**src/rtl/mac_divider.sv**
```systemverilog
// Restoring shift-subtract divider that recovers A = (DATA_IN - C) / B from a MAC result, one quotient bit per clock.
// Optional error detection (B == 0, DATA_IN < C) with early exit is enabled by defining MAC_DIV_ERR_EN.
module mac_divider #(
   parameter int W = 8
) (
   input  logic           clk,
   input  logic           reset,
   input  logic           start,
   input  logic [2*W-1:0] DATA_IN,
   input  logic [W-1:0]   B,
   input  logic [W-1:0]   C,
   output logic           ready,
   output logic           done,
   output logic [2*W-1:0] Q,
   output logic [W-1:0]   R,
   output logic           err_div0,
   output logic           err_under
);

   localparam int CW = (2*W > 1) ? $clog2(2*W) : 1;

   typedef enum logic [1:0] {
      S_IDLE,
      S_SUB,
      S_DIV,
      S_DONE
   } state_t;

   state_t         state_q, state_d;
   logic [2*W-1:0] din_q, din_d;
   logic [W-1:0]   b_q, b_d;
   logic [W-1:0]   c_q, c_d;
   logic [W-1:0]   rem_q, rem_d;
   logic [2*W-1:0] qsr_q, qsr_d;
   logic [CW-1:0]  cnt_q, cnt_d;
   logic [2*W-1:0] quo_q, quo_d;
   logic [W-1:0]   res_q, res_d;

   logic [2*W-1:0] diff;
   logic [W:0]     rem_shift;
   logic           rem_ge;
   logic [W-1:0]   rem_next;
   logic [2*W-1:0] qsr_next;

   // The stored remainder is only W bits: the bit shifted out of the top of
   // the W+1-bit working value is always discarded by the next shift anyway.
   always_comb begin
      diff      = din_q - {{W{1'b0}}, c_q};
      rem_shift = {rem_q, qsr_q[2*W-1]};
      rem_ge    = (rem_shift >= {1'b0, b_q});
      rem_next  = rem_ge ? (rem_shift[W-1:0] - b_q) : rem_shift[W-1:0];
      qsr_next  = {qsr_q[2*W-2:0], rem_ge};
   end

`ifdef MAC_DIV_ERR_EN
   logic err_div0_q, err_div0_d;
   logic err_under_q, err_under_d;
`endif

   always_comb begin
      state_d = state_q;
      din_d   = din_q;
      b_d     = b_q;
      c_d     = c_q;
      rem_d   = rem_q;
      qsr_d   = qsr_q;
      cnt_d   = cnt_q;
      quo_d   = quo_q;
      res_d   = res_q;
`ifdef MAC_DIV_ERR_EN
      err_div0_d  = err_div0_q;
      err_under_d = err_under_q;
`endif

      case (state_q)
         S_IDLE: begin
            if (start) begin
               din_d   = DATA_IN;
               b_d     = B;
               c_d     = C;
               state_d = S_SUB;
            end
         end

         S_SUB: begin
            rem_d   = '0;
            qsr_d   = diff;
            cnt_d   = CW'(2*W-1);
            state_d = S_DIV;
`ifdef MAC_DIV_ERR_EN
            err_div0_d  = (b_q == '0);
            err_under_d = (din_q < {{W{1'b0}}, c_q});
            if ((b_q == '0) || (din_q < {{W{1'b0}}, c_q})) begin
               quo_d   = '0;
               res_d   = '0;
               state_d = S_DONE;
            end
`endif
         end

         S_DIV: begin
            rem_d = rem_next;
            qsr_d = qsr_next;
            cnt_d = cnt_q - CW'(1);
            // Results are registered on the final iteration so they are valid while done is high.
            if (cnt_q == '0) begin
               quo_d   = qsr_next;
               res_d   = rem_next;
               state_d = S_DONE;
            end
         end

         S_DONE: begin
            state_d = S_IDLE;
         end

         default: begin
            state_d = S_IDLE;
         end
      endcase
   end

   always_ff @(posedge clk) begin
      if (reset) begin
         state_q <= S_IDLE;
         din_q   <= '0;
         b_q     <= '0;
         c_q     <= '0;
         rem_q   <= '0;
         qsr_q   <= '0;
         cnt_q   <= '0;
         quo_q   <= '0;
         res_q   <= '0;
      end else begin
         state_q <= state_d;
         din_q   <= din_d;
         b_q     <= b_d;
         c_q     <= c_d;
         rem_q   <= rem_d;
         qsr_q   <= qsr_d;
         cnt_q   <= cnt_d;
         quo_q   <= quo_d;
         res_q   <= res_d;
      end
   end

`ifdef MAC_DIV_ERR_EN
   always_ff @(posedge clk) begin
      if (reset) begin
         err_div0_q  <= 1'b0;
         err_under_q <= 1'b0;
      end else begin
         err_div0_q  <= err_div0_d;
         err_under_q <= err_under_d;
      end
   end

   assign err_div0  = err_div0_q;
   assign err_under = err_under_q;
`else
   assign err_div0  = 1'b0;
   assign err_under = 1'b0;
`endif

   assign ready = (state_q == S_IDLE);
   assign done  = (state_q == S_DONE);
   assign Q     = quo_q;
   assign R     = res_q;

endmodule

```
**config.mk**
```make
export PLATFORM = sky130hd
export DESIGN_NAME = mac_divider
export DESIGN_NICKNAME = d
export VERILOG_FILES = /design/src/rtl/mac_divider.sv
export SDC_FILE = /design/constraint.sdc
export NUM_CORES = 1
export LEC_CHECK = 0
export CAP_MARGIN = 25
export CELL_PAD_IN_SITES_DETAIL_PLACEMENT = 0
export CELL_PAD_IN_SITES_GLOBAL_PLACEMENT = 1
export CORE_ASPECT_RATIO = 0.5
export CORE_MARGIN = 2
export CORE_UTILIZATION = 40
export CTS_BUF_LIST = sky130_fd_sc_hd__clkbuf_4
export DETAILED_ROUTE_END_ITERATION = 6
export PLACE_DENSITY = 0.79
export SYNTH_ARGS = -nofsm -noshare
export SYNTH_HDL_FRONTEND = slang
export SYNTH_SLANG_ARGS = --single-unit
```
**constraint.sdc**
```tcl
create_clock -name clk -period 4 [get_ports clk]
set_clock_uncertainty 0.2 [all_clocks]
set_input_delay 0.8 -clock clk [delete_from_list [all_inputs] [get_ports clk]]
set_output_delay 0.8 -clock clk [all_outputs]
set_load 0.05 [all_outputs]
```
==> results.cfg, run 1 <==
[yosys]
ys_ff_latch = 86
async_reset_ff_frac = 0
synth.avg_cell_area_sq_um = 7.939
synth_edf_count = 0
synth_cells = 554
synth_seq_area_share = 0.3915
dominantRegCellSynth = dfxtp_1
synthDistinctLibCells = 62
netlist_area_sq_um = 4398
yosys_warnings = 0

[min_path]
hold_path.class = flop to flop
min_from = Q[3]

[drt]
ant_nets = 0
vias = 4080
viasPerCell = 5.491
drt_wl_total_mm = 10.87
dr.pass1.iters = 5
drt_iter0_drc = 261
drc = 0
wire_per_inst_um = 14.62

[worst_setup_path]
crit_path_cell_trace = inv_1 -> ha_1 -> clkdlybuf4s50_1
critPathKind = flop to output port
arrival_ns = 1.96
critPathLaunch = state_q[0]
cp_num_buf_inv = 2
worstPathRequired_ns = 3.00
cp_slowest_cell = clkdlybuf4s50_1
startpoint_type = flop
path_max_fanout = 5
worstReg2RegStart = state_q[1]
cp-end-kind = output port
crit_family = buffers and inverters
cpPeakStageDelay_ns = 0.84

[global_routing]
grt.met3_usage = 0.04970
grt_usage = 0.1879
globalRoute.busiestLayer = met2
grt_max_degree = 45
grt_pass1_wl_mm = 18.37
grt_pass1_vias = 3840
antenna_found_initial = 0
grtUsageMet2 = 0.2973
met1_usage = 0.2539
overflow = 0

[timing]
setup_viol = 0
fin_crit_sh = 0.7407
fin_setup_tns_ns = 0
hold_viol = 0
rsz0062_at_grt = false
fin_ws_ns = 1.037
worst_pin_slew_ns = 0.9362
final.min_clock_period_ns = 2.963
relSlewSlack = 0.3721
fmax_ghz = 0.3375
drv_slew = 0

[placement]
dpl.hpwl_mm = 7.828
pre_cts_ws_ns = 1.177
io_buffer_count = 60
gp_congestion = 0.8790

[power_and_ir_drop]
vdd.ir_drop.worst_v = 0.0003570
leakagePower_nw = 1.954
power.density_nw_per_um2 = 661.2

[finish]
layout.nets = 656
n_fill_cell = 1047
drive_above_1_share = 0.05473
diodes = 0
area_growth_syn_to_layout_pct = 19.32

[die]
die_y_um = 78.15
die_w_um = 152.3
floorplan.initialDensity = 0.4212
fp.coreArea_sq_um = 10440
io_pins = 63
die-area_sq_um = 11900
floorplan.rows = 26

[clock_network]
path_clk_slew_ns = 0.13
clk-insertion-delay-late_ns = 0.44
cts_max_level = 3
cts_inserted_buffers = 9
cts_tree = done
cts.repair.resized = 0
clk_path_buf_depth = 2
postCtsSetupBuffers = 0
clock_sinks = 86
cts_hold_buffers = 0
cts_root_buf = clkbuf_4

[flow_run]
cap_violations = 0

[run_status]
status = completed
-- registers in the layout, summed over array words and instances (netlist names) --
register and flops:
b_q 8, qsr_q 16, din_q 16, rem_q 8, Q 16, R 8, state_q 2, c_q 8
cnt_q 4
-- per-stage QoR --
step	std cells	total power [mW]	hold slack (ns)	area [sq um]	util
global placement	726	2.944	0.2430	5079	0.4863
CTS	742	3.462	0.2651	5220	0.4999
finish	743	3.470	0.2616	5248	0.5025
detailed placement	727	2.968	0.2474	5094	0.4878
floorplan	555	2.518	0.2319	4402	-
global route	743	3.777	0.2835	5248	0.5025
-- Yosys cell counts (2+ instances only) --
cell	n	area (sq um)
nor2b_1	4	25.02
and3_1	9	56.30
nand2_1	114	427.9
nor2_1	32	120.1
a21oi_1	68	340.3
mux2i_1	4	40.04
clkbuf_1	27	101.4
fa_1	2	40.04
or4_1	5	37.54
xnor2_1	3	26.28
a311oi_1	8	70.07
o22ai_1	2	12.51
a21o_1	2	15.01
o311ai_0	2	17.52
buf_4	2	15.01
dfxtp_1	86	1722
o21ai_0	19	95.09
and2_1	4	25.02
o311a_1	4	40.04
a32o_1	7	70.07
inv_1	30	112.6
xor2_1	2	17.52
ha_1	20	250.2
o31ai_1	3	22.52
a22o_1	3	26.28
a211oi_1	5	37.54
nand3_1	12	60.06
o221a_2	2	22.52
nor3_1	5	25.02
nand4_1	2	12.51
a31oi_1	4	25.02
o211ai_1	10	75.07
o21a_1	5	37.54
a2111oi_0	2	17.52
buf_1	6	22.52
nand2b_1	5	31.28
o211a_1	3	30.03
or3_1	3	18.77
a311o_1	5	50.05
-- where the power goes --
| group | total (mW) | internal, mW | switching (mW) |
|---|---|---|---|
| combinational | 1.84 | 0.686 | 1.15 |
| clock | 0.480 | 0.190 | 0.290 |
| sequential | 1.15 | 1.03 | 0.124 |
| total | 3.47 | 1.90 | 1.57 |
-- cells in the final DEF (no fill, tap or decap), types with 4 or more instances in the layout --
cell,n
a211oi_1,5
a21oi_1,68
a311o_1,5
a311oi_1,8
a31oi_1,4
a32o_1,7
and2_1,4
and3_1,9
buf_4,6
clkbuf_4,10
clkdlybuf4s50_1,59
dfxtp_1,86
ha_1,20
inv_1,30
mux2i_1,4
nand2_1,114
nand2b_1,5
nand3_1,12
nor2_1,32
nor2b_1,4
nor3_1,5
o211ai_1,10
o21a_1,5
o21ai_0,19
o311a_1,4
or4_1,5
-- layout make-up --
| type | count | area, sq um | share of cell area |
|---|---|---|---|
| timing repair buffer | 68 | 683.2 | 0.1302 |
| tap | 140 | 175.2 | 0.03338 |
| sequential | 86 | 1722 | 0.3281 |
| inverter | 30 | 112.6 | 0.02146 |
| clock buffer | 10 | 75.07 | 0.01431 |
| clock inverter | 5 | 51.30 | 0.009776 |
| multi-input combinational | 404 | 2429 | 0.4628 |
-- cells by family (layout without fill, tap and decap cells) --
| kind of cell | Yosys count | after routing | share of synthesized area |
|---|---|---|---|
| mux | 4 | 4 | 0.009104 |
| buf+inv | 65 | 113 | 0.05718 |
| flops | 86 | 86 | 0.3915 |
| xor+xnor | 5 | 5 | 0.009959 |
| other cells | 1 | 2 | 0.0008527 |
| fa+ha+maj | 22 | 22 | 0.06600 |
| compound gates | 166 | 166 | 0.2552 |
| simple gates | 205 | 205 | 0.2102 |
-- final timing paths --
kind               end  slack [ns]  cells after the start
max reg2reg  qsr_q[11]        1.15                      7
max              ready        1.04                      3
min               Q[3]        0.26                      2
min reg2reg       Q[3]        0.26                      2
-- worst reg2reg max path, delay by kind of cell, from the launching register on --
family	cells	cell delay (ns)
adders and majority gates	1	0.82
and+or+nand+nor	3	1.12
AOI/OAI and AO/OA	2	0.21
buffers and inverters	1	0.06
DFF	1	0.40
-- routing by layer --
metal | vias up | wire, um
li1 | 2058 | -
met1 | 1941 | 5296
met2 | 73 | 5030
met3 | 8 | 414
met4 | 0 | 123
met5 | - | 0
Note: power is estimated with default switching activity, not from simulation.
==> inputs of run 2 (changes only) <==
--- a/config.mk
+++ b/config.mk
@@ -10,7 +10,7 @@
 export CELL_PAD_IN_SITES_GLOBAL_PLACEMENT = 1
 export CORE_ASPECT_RATIO = 0.5
 export CORE_MARGIN = 2
-export CORE_UTILIZATION = 40
+export CORE_UTILIZATION = 38
 export CTS_BUF_LIST = sky130_fd_sc_hd__clkbuf_4
 export DETAILED_ROUTE_END_ITERATION = 6
 export PLACE_DENSITY = 0.79
==> constraint.sdc (replaced) <==
create_clock -name clk -period 2.7 [get_ports clk]
set_clock_uncertainty 0.2 [all_clocks]
set_input_delay 0.54 -clock clk [delete_from_list [all_inputs] [get_ports clk]]
set_output_delay 0.54 -clock clk [all_outputs]
set_load 0.05 [all_outputs]
==> run 2 against run 1 <==
Effect of this change:
- critical path type is now flop to flop
- via count grew 1.7%
- non-clock buffer count rose by 25
- critical path depth grew 4
==> results.cfg, run 2 (synthesis gave the netlist of run 1 again) <==
[run_status]
status = completed

[flow_run]
cap_violations = 0

[placement]
dpl.hpwl_mm = 8.471
gp_congestion = 0.9123
dp_cells = 758
io_buffer_count = 60

[global_routing]
grt_pass1_vias = 3833
grt_pass1_wl_mm = 18.75
antenna_found_initial = 0
grt_max_degree = 33
overflow = 0
grt_usage = 0.1902

[worst_setup_path]
arrival_ns = 2.74
startpoint_type = flop
worstPathRequired_ns = 2.84
path_max_fanout = 6
cpPeakStageDelay_ns = 0.40
crit_path_cell_trace = inv_1 -> ha_1 -> and2_1 -> a221o_1 -> o2111a_1 -> or3_1 -> a32o_1
cp-end-kind = flop
critPathKind = flop to flop
cp_slowest_cell = a221o_1

[drt]
drt_iter0_drc = 183
ant_nets = 0
wire_per_inst_um = 15.05
vias = 4149
viasPerCell = 5.360
dr.pass1.iters = 6
drt_wl_total_mm = 11.65
drc = 0

[power_and_ir_drop]
switchingPower_mw = 2.432
vdd.ir_drop.worst_v = 0.0003776
clkPwrFrac = 0.150
switching_share = 0.4406
p_int_mw = 3.089
p_comb_frac = 0.542
total_power_mw = 5.521
power.density_nw_per_um2 = 1014
p_seq_frac = 0.308
leakagePower_nw = 2.080

[finish]
final_common_cell = nand2_1
fin_cells = 774
layout_common_cells = 114 x nand2_1, 86 x dfxtp_1, 68 x a21oi_1, 58 x clkdlybuf4s50_1, 33 x buf_4
diodes = 0
fin_util = 0.4883
drive_above_1_share = 0.09221
area_growth_syn_to_layout_pct = 23.78
layout.nets = 681

[clock_network]
cts_root_buf = clkbuf_4
cts_inserted_buffers = 9
path_clk_slew_ns = 0.14
cts_hold_buffers = 0
cts_tree = done
clk-insertion-delay-late_ns = 0.45
postCtsSetupBuffers = 0
clock_sinks = 86
clk_path_buf_depth = 2
cts_max_level = 3

[die]
floorplan.initialDensity = 0.3945
die_w_um = 156.1
fp.coreArea_sq_um = 11150
die_y_um = 80.07
floorplan.rows = 27
io_pins = 63
die-area_sq_um = 12500

[timing]
fmax_ghz = 0.3851
worst_pin_slew_ns = 0.9048
fin_setup_tns_ns = 0
setup_viol = 0
final.min_clock_period_ns = 2.597
drv_slew = 0
relSlewSlack = 0.3932
rsz0062_at_grt = false
hold_viol = 0
fin_crit_sh = 0.9618

[min_path]
hold_path.class = flop to flop
[run 2: what timing repair did]
item,CTS,global route
resized for setup,1,3
pin swaps,0,0
endpoints found under the setup margin,1,5
[run 2: power groups by stage]
stage	logic (mW)	registers [mW]	clock network (mW)
5_1_grt	3.29	1.74	0.911
6_report	2.99	1.70	0.827
3_3_place_gp	2.96	1.73	0
3_5_place_dp	2.95	1.73	0
4_1_cts	2.96	1.70	0.858
2_1_floorplan	1.95	1.78	0
[run 2: final timing paths]
check	end	cells past startpoint	start	slack [ns]
worst min-delay path	Q[5]	2	Q[5]	0.26
worst max-delay path	R[2]	7	b_q[3]	0.10
worst max register to register	R[2]	7	b_q[3]	0.10
worst min register to register	Q[5]	2	Q[5]	0.26
[run 2: per-stage QoR]
step           instance area (sq um)  worst slack [ns]  hold slack, ns
6_report                        5444            0.1030          0.2614
5_1_grt                         5444          0.005375          0.2828
3_3_place_gp                    5288            0.1340          0.2439
4_1_cts                         5443           0.07831          0.2634
2_1_floorplan                   4402            0.3366          0.2319
3_5_place_dp                    5288            0.1053          0.2455
[run 2: worst max-delay path: cells and delay by family (launching register included)]
family | cells | cell delay (ns)
buffers and inverters | 1 | 0.05
adder cells (fa/ha/maj) | 1 | 0.36
AO/OA/AOI/OAI | 3 | 0.99
flip-flops | 1 | 0.35
AND/OR/NAND/NOR | 2 | 0.55
[run 2: layout make-up]
cell class                 instances  area, sq um
fill                            1120         5704
multi-input combinational        404         2430
sequential                        86         1722
timing repair buffer              93        842.1
tap                              145        181.4
inverter                          30        112.6
clock inverter                     7        88.84
clock buffer                       9        67.56
[run 2: routing by layer]
| layer | wire length (um) | track usage | up-vias |
|---|---|---|---|
| met1 | 5782 | 0.2506 | 1948 |
| met5 | 0 | 0 | - |
| met3 | 431 | 0.04587 | 12 |
| met2 | 5291 | 0.3142 | 76 |
| met4 | 142 | 0.05138 | 0 |
| li1 | - | - | 2113 |
